--- src/rtl/spike_rate_encoder.sv ---
// Per-channel sigma-delta rate encoder: turns a loaded intensity vector into
// binary spike trains, one spike vector per enabled timestep of a run.
module spike_rate_encoder #(
   parameter int SYNAPSES   = 32,
   parameter int VALUE_BITS = 4,
   parameter int STEPS_BITS = 4,
   parameter int INDEX_BITS = (SYNAPSES > 1) ? $clog2(SYNAPSES) : 1
) (
   input  logic                  clk,
   input  logic                  rst_n,
   input  logic                  load_valid,
   output logic                  load_ready,
   input  logic [INDEX_BITS-1:0] load_index,
   input  logic [VALUE_BITS-1:0] load_value,
   input  logic                  start,
   input  logic [STEPS_BITS-1:0] num_steps,
   input  logic                  step_en,
   output logic                  busy,
   output logic [SYNAPSES-1:0]   spikes,
   output logic                  spikes_valid,
   output logic [STEPS_BITS-1:0] step_count,
   output logic                  done
);

   // Load port handshake: a word transfers on a rising edge where load_valid
   // and load_ready are both high; load_ready is high exactly while IDLE.

   typedef enum logic {
      ST_IDLE = 1'b0,
      ST_RUN  = 1'b1
   } state_e;

   state_e state_q;
   state_e state_d;

   logic [SYNAPSES-1:0][VALUE_BITS-1:0] value_q;
   logic [SYNAPSES-1:0][VALUE_BITS-1:0] value_d;
   logic [SYNAPSES-1:0][VALUE_BITS-1:0] acc_q;
   logic [SYNAPSES-1:0][VALUE_BITS-1:0] acc_d;
   logic [SYNAPSES-1:0][VALUE_BITS:0]   step_sum;
   logic [SYNAPSES-1:0]                 spikes_q;
   logic [SYNAPSES-1:0]                 spikes_d;
   logic                                spikes_valid_q;
   logic                                spikes_valid_d;
   logic [STEPS_BITS-1:0]               step_count_q;
   logic [STEPS_BITS-1:0]               step_count_d;
   logic [STEPS_BITS-1:0]               remaining_q;
   logic [STEPS_BITS-1:0]               remaining_d;
   logic                                done_q;
   logic                                done_d;

   logic load_fire;
   logic start_fire;
   logic step_fire;
   logic last_step;
   logic zero_run;

   assign load_fire  = load_valid && load_ready;
   assign start_fire = (state_q == ST_IDLE) && start;
   assign zero_run   = (num_steps == '0);
   assign step_fire  = (state_q == ST_RUN) && step_en;
   assign last_step  = step_fire && (remaining_q == STEPS_BITS'(1));

   // Carry out of the widened sum is the spike; the low bits wrap into acc.
   for (genvar g = 0; g < SYNAPSES; g++) begin : g_sum
      assign step_sum[g] = {1'b0, acc_q[g]} + {1'b0, value_q[g]};
   end

   // FSM: state register
   always_ff @(posedge clk or negedge rst_n) begin
      if (!rst_n) begin
         state_q <= ST_IDLE;
      end else begin
         state_q <= state_d;
      end
   end

   // FSM: next state
   always_comb begin
      state_d = state_q;
      case (state_q)
         ST_IDLE: begin
            if (start_fire && !zero_run) begin
               state_d = ST_RUN;
            end
         end
         ST_RUN: begin
            if (last_step) begin
               state_d = ST_IDLE;
            end
         end
         default: state_d = ST_IDLE;
      endcase
   end

   // FSM: outputs
   always_comb begin
      load_ready = 1'b0;
      busy       = 1'b0;
      case (state_q)
         ST_IDLE: load_ready = 1'b1;
         ST_RUN:  busy       = 1'b1;
         default: load_ready = 1'b0;
      endcase
   end

   // Intensity store; indices past the last channel match no entry.
   always_comb begin
      value_d = value_q;
      for (int i = 0; i < SYNAPSES; i++) begin
         if (load_fire && (int'(load_index) == i)) begin
            value_d[i] = load_value;
         end
      end
   end

   always_comb begin
      acc_d          = acc_q;
      spikes_d       = spikes_q;
      spikes_valid_d = 1'b0;
      step_count_d   = step_count_q;
      remaining_d    = remaining_q;
      done_d         = 1'b0;

      if (start_fire) begin
         acc_d        = '0;
         spikes_d     = '0;
         step_count_d = '0;
         remaining_d  = num_steps;
         done_d       = zero_run;
      end

      if (step_fire) begin
         for (int i = 0; i < SYNAPSES; i++) begin
            acc_d[i]    = step_sum[i][VALUE_BITS-1:0];
            spikes_d[i] = step_sum[i][VALUE_BITS];
         end
         spikes_valid_d = 1'b1;
         step_count_d   = step_count_q + STEPS_BITS'(1);
         remaining_d    = remaining_q - STEPS_BITS'(1);
         done_d         = last_step;
      end
   end

   always_ff @(posedge clk or negedge rst_n) begin
      if (!rst_n) begin
         value_q        <= '0;
         acc_q          <= '0;
         spikes_q       <= '0;
         spikes_valid_q <= 1'b0;
         step_count_q   <= '0;
         remaining_q    <= '0;
         done_q         <= 1'b0;
      end else begin
         value_q        <= value_d;
         acc_q          <= acc_d;
         spikes_q       <= spikes_d;
         spikes_valid_q <= spikes_valid_d;
         step_count_q   <= step_count_d;
         remaining_q    <= remaining_d;
         done_q         <= done_d;
      end
   end

   assign spikes       = spikes_q;
   assign spikes_valid = spikes_valid_q;
   assign step_count   = step_count_q;
   assign done         = done_q;

endmodule

--- config.mk ---
export PLATFORM = sky130hd
export DESIGN_NAME = spike_rate_encoder
export DESIGN_NICKNAME = d
export VERILOG_FILES = /design/src/rtl/spike_rate_encoder.sv
export SDC_FILE = /design/constraint.sdc
export NUM_CORES = 1
export LEC_CHECK = 0
export BUFFER_PORTS_ARGS = -buffer_cell sky130_fd_sc_hd__buf_2
export CORE_MARGIN = 1.5
export CORE_UTILIZATION = 50
export CTS_BUF_LIST = sky130_fd_sc_hd__clkbuf_8
export DETAILED_ROUTE_END_ITERATION = 10
export HOLD_SLACK_MARGIN = 0.12
export PLACE_DENSITY = 0.78
export SLEW_MARGIN = 10
export SYNTH_ARGS = -nofsm -noshare
export SYNTH_HDL_FRONTEND = slang
export SYNTH_SLANG_ARGS = --single-unit
export TNS_END_PERCENT = 20
--- constraint.sdc ---
create_clock -name clk -period 5.3 [get_ports clk]
set_input_delay 0.265 -clock clk [delete_from_list [all_inputs] [get_ports clk]]
set_output_delay 0.265 -clock clk [all_outputs]
set_load 0.02 [all_outputs]
---- Yosys cells after proc, flatten, opt, wreduce, memory -nomap -nowiden ----
Cells that the tools add are included.
storage, ports and cells
  register bits ........................... 299
  output and inout bits ................... 40
  logic and storage cells ................. 194
  input port bits ......................... 18
operators by class
  equality and inequality tests ........... 32
  bitwise gates (word level) .............. 1
  reductions and logical operators ........ 41
  $add $sub $neg .......................... 34
  muxes and demuxes ....................... 16
operators by type and width
  operator                                              number
  2-to-1 mux 128 bit                                    2
  adder 4 x 4 -> 5 bit                                  32
  equality test 5 bit (second input constant)           16
  2-to-1 mux 32 bit                                     2
  equality test 5 x 4 -> 1 bit (second input constant)  8
  logical AND 1 bit                                     37
  equality test 5 x 3 -> 1 bit (second input constant)  4
  2-to-1 mux 4 bit                                      4
  equality test 5 x 2 -> 1 bit (second input constant)  2
  2-to-1 mux 1 bit                                      7
  equality test 5 x 1 -> 1 bit (second input constant)  1
  zero test 5 bit                                       1
  adder 4 x 1 -> 4 bit (second input constant)          1
  equality test 4 x 1 -> 1 bit (second input constant)  1
  zero test 4 bit                                       1
  subtractor 4 x 1 -> 4 bit (second input constant)     1
  case mux 1 bit (2 select lines)                       1
  nonzero test 2 bit                                    1
  zero test 1 bit                                       1
  NOT 1 bit                                             1

---- Depth between registers and ports, before layout ----
  depth after elaboration ................. 5
  depth in mapped cells ................... 7
  depth with buffers taken out ............ 6

---- Worst setup path after synthesis ----
No wires, ideal clock.
  kind .................................... register to register
  from .................................... register state_q
  to ...................................... register value_q[56] in the netlist's numbering
  stages on the path, launching flop included .. 5
  arrival ................................. 1707 ps
  setup slack ............................. 3468 ps
  required time ........................... 5175 ps
  buffers on the path ..................... 1
  library setup time ...................... 125 ps
  period minus slack after synthesis ...... 1832 ps
  cell sequence ........................... dfrtp_1 -> buf_2 -> or3b_4 -> nor3_4 -> mux2_2
between the ends
  cells in the longest elaborated chain, start to end .. 3
RTL lines
  item                    line  text
  start, declared         33    state_e state_q;
  start signal, assigned  74    state_q <= state_d;
  2-to-1 mux 1 bit        100   case (state_q)
  logical AND 1 bit       58    assign load_fire = load_valid && load_ready;
  logical AND 1 bit       111   if (load_fire && (int'(load_index) == i)) begin
  end signal, assigned    155   value_q <= value_d;
  end, declared           36    logic [SYNAPSES-1:0][VALUE_BITS-1:0] value_q;
Every way passes these cells.
A chain may end at the register's enable or synchronous reset.

---- Worst setup path in the final report ----
  from .................................... register state_q
  to ...................................... register step_count_q[3], in the netlist step_count[3]
between the ends
  cells in the longest elaborated chain, start to end .. 3
RTL lines
  item                          line  text
  NOT 1 bit                     -
  logical AND 1 bit             59    assign start_fire = (state_q == ST_IDLE) && start;
  nonzero test 2 bit (no line)  -
  end signal, assigned          159   step_count_q <= step_count_d;
  end, declared                 45    logic [STEPS_BITS-1:0] step_count_q;
Several ways; a longest one is shown, not always the timed one.

==> impl_metrics.env <==
export IMPL_status="complete, no violations"
export IMPL_io_buffers=57
export IMPL_rsz0062_at_grt="false"
export IMPL_finalSetupTns_ns=0
export IMPL_relSlewSlack_pct=23.2
export IMPL_r2r_end="step_count[3]"
export IMPL_grt_pass1_wl_um=53700
export IMPL_track_usage_pct=21.5
export IMPL_startpoint="state_q"
export IMPL_routed_wl_met3_um=1300
export IMPL_cts_sinks=299
export IMPL_clk_pin_slew_ns=0.06
export IMPL_drive_gt1_share_pct=21.8
export IMPL_hold_viol_final=0
export IMPL_first_pass_iters=5
export IMPL_skew_ns=0.0184
export IMPL_initialDrtViolationCount=755
export IMPL_post_place_ws_ns=2.67
export IMPL_clockBufferDepth=3
export IMPL_whs_path_depth=3
export IMPL_yosysSeqAreaShare_pct=49.9
export IMPL_crit_type="reg -> reg"
export IMPL_regToRegSetupSlack_ns=2.67
export IMPL_r2r_cells=5
export IMPL_hold_slack_ns=0.223
export IMPL_post_route_period_util_pct=49.7
export IMPL_netlist_instances=1211
export IMPL_timing_fmax_mhz=380
export IMPL_area_growth_pct=11.2
export IMPL_postRouteAntennaNets=0
export IMPL_layout_setup_ws_ns=2.67
export IMPL_viasPerCell=5.91
export IMPL_syn_area_per_cell_um2=12.4
export IMPL_post_cts_repair_setup_buffers=0
export IMPL_synth_most_common_cell="dfrtp_1"
export IMPL_dieArea_um2=31100
export IMPL_drc_errors=0
export IMPL_r2r_start="state_q"
export IMPL_dr_total_vias=10075
export IMPL_netlist_area_um2=15000
export IMPL_period_needed_ns=2.63
export IMPL_cts_buffers=48
export IMPL_cp_arrival_ns=3.10
export IMPL_std_cell_rows=63
export IMPL_synthFlopType="dfrtp_1"
export IMPL_required_ns=5.76
export IMPL_wl_per_cell_um=18.6
export IMPL_fin_nets=1460
export IMPL_ys_warn_count=0
export IMPL_ctsHoldBuffers=6
export IMPL_synth_top_cell_area_share_pct=49.9
export IMPL_crit_end="step_count[3]"
export IMPL_ys_async_sr_fraction_pct=100
export IMPL_crit_path_end_kind="flip-flop"
export IMPL_die_w_um=176
export IMPL_gp_congestion=0.781
export IMPL_fin_util_pct=56.5
export IMPL_cts_root_buffer="clkbuf_8"
export IMPL_synth_edf_count=0
export IMPL_cp_start_kind="flip-flop"
export IMPL_min_path_type="in -> reg"
export IMPL_grt_pass1_vias=10574
export IMPL_routed_wl_um=31800
export IMPL_start_util_pct=50.8
export IMPL_worstMarginPinSlew_ns=1.15
export IMPL_finalPower_w=0.00776
export IMPL_grt_max_degree=136
export IMPL_synthDistinctLibCells=39
export IMPL_grt_overflow_total=0
export IMPL_yosys_top_cells_count="299 x dfrtp_1, 131 x ha_1, 128 x mux2_2, 102 x nand2_1, 78 x nand3_1"
export IMPL_die_h_um=176
export IMPL_yosys_area_top_type="dfrtp_1"
export IMPL_slew_viol_final=0
export IMPL_netlist_top_cells_area="dfrtp_1 50%, ha_1 11%, mux2_2 9.6%"
export IMPL_syn_nets=1392
export IMPL_cts_resized=0
export IMPL_powerDensity_nw_per_um2=465
export IMPL_ir_drop_uv=213
export IMPL_crit_fanout=55
export IMPL_insertion_delay_ns=0.57
export IMPL_io_pins=58
export IMPL_p_leak_nw=8.65
export IMPL_antenna_found_initial=1
export IMPL_dp_hpwl_um=19600
export IMPL_cts_tree="done"
export IMPL_coreArea_um2=29600
export IMPL_max_cap_viol_count=0
export IMPL_setup_violations=0
export IMPL_routed_top_layer="met4"
export IMPL_wl_met2_um=15100
export IMPL_htree_num_levels=2
export IMPL_met1_length_um=14400
export IMPL_ys_ff_latch=299
==> how the worst min path moves through the flow <==
stage	startpoint	end	slack, ns
after floorplan	rst_n	acc_q[0]	-0.03
after global placement	rst_n	spikes[9]	0.32
after detailed placement	rst_n	spikes[9]	0.32
after CTS	start	acc_q[125]	0.20
after global routing	start	acc_q[125]	0.23
final	start	acc_q[125]	0.22
==> layer usage <==
| metal | vias up | GRT usage (%) |
|---|---|---|
| met5 | - | 0 |
| met1 | 5198 | 29.3 |
| li1 | 4606 | - |
| met3 | 66 | 3.66 |
| met2 | 205 | 34.4 |
| met4 | 0 | 8.23 |
==> per-stage QoR <==
stage	cells	cell area [um2]
final	1704	16700
after global placement	1612	15700
after detailed placement	1613	15700
after global routing	1704	16700
after CTS	1703	16700
after floorplan	1211	15000
==> cell families after synthesis <==
family | synth area share (%)
multiplexers | 9.88
flip-flops | 49.9
buffers and inverters | 1.68
adder cells (fa/ha/maj) | 15.2
XOR/XNOR | 1.87
AND/OR/NAND/NOR | 9.53
AO/OA/AOI/OAI | 12.0
==> state kept, by name, indices dropped and copies added, names as in the netlist <==
name	flops
value_q	128
spikes	32
step_count	4
acc_q	128
state_q	1
spikes_valid	1
remaining_q	4
done	1
==> final cells by class <==
type / instances / area, um2
clock buffers: 63 / 867
repair buffers: 72 / 443
diodes: 1 / 2.50
multi-input cells: 851 / 7290
clock inverters: 21 / 92.6
flip-flops and latches: 299 / 7480
fillers: 2364 / 12900
inverters: 7 / 27.5
well taps: 390 / 488
==> report_power, final <==
group	leakage, nW	total, W	internal (W)	switching (W)
Combinational	4.08	0.00237	0.00106	0.00131
Sequential	4.02	0.00342	0.00294	0.000475
Clock	0.547	0.00197	0.00106	0.000914
==> layout by cell type (no fill, tap or decap), types with 20 or more instances in the layout <==
cell type,n
mux2_2,128
fa_1,32
buf_2,56
ha_1,131
inv_1,20
nand3_1,78
nand2_1,101
nand4_1,35
o21ai_0,66
a22o_1,65
clkbuf_8,63
a21o_1,32
a211o_1,32
xnor2_1,31
a21oi_1,65
dfrtp_1,299
==> critical path, stage by stage, from the launching register on <==
cell      delay (ns)
dfrtp_1         0.66
nand2_4         0.38
clkinv_2        0.46
buf_4           0.63
nand4_1         0.20
mux2i_1         0.15
(Power assumes the default switching activity.)
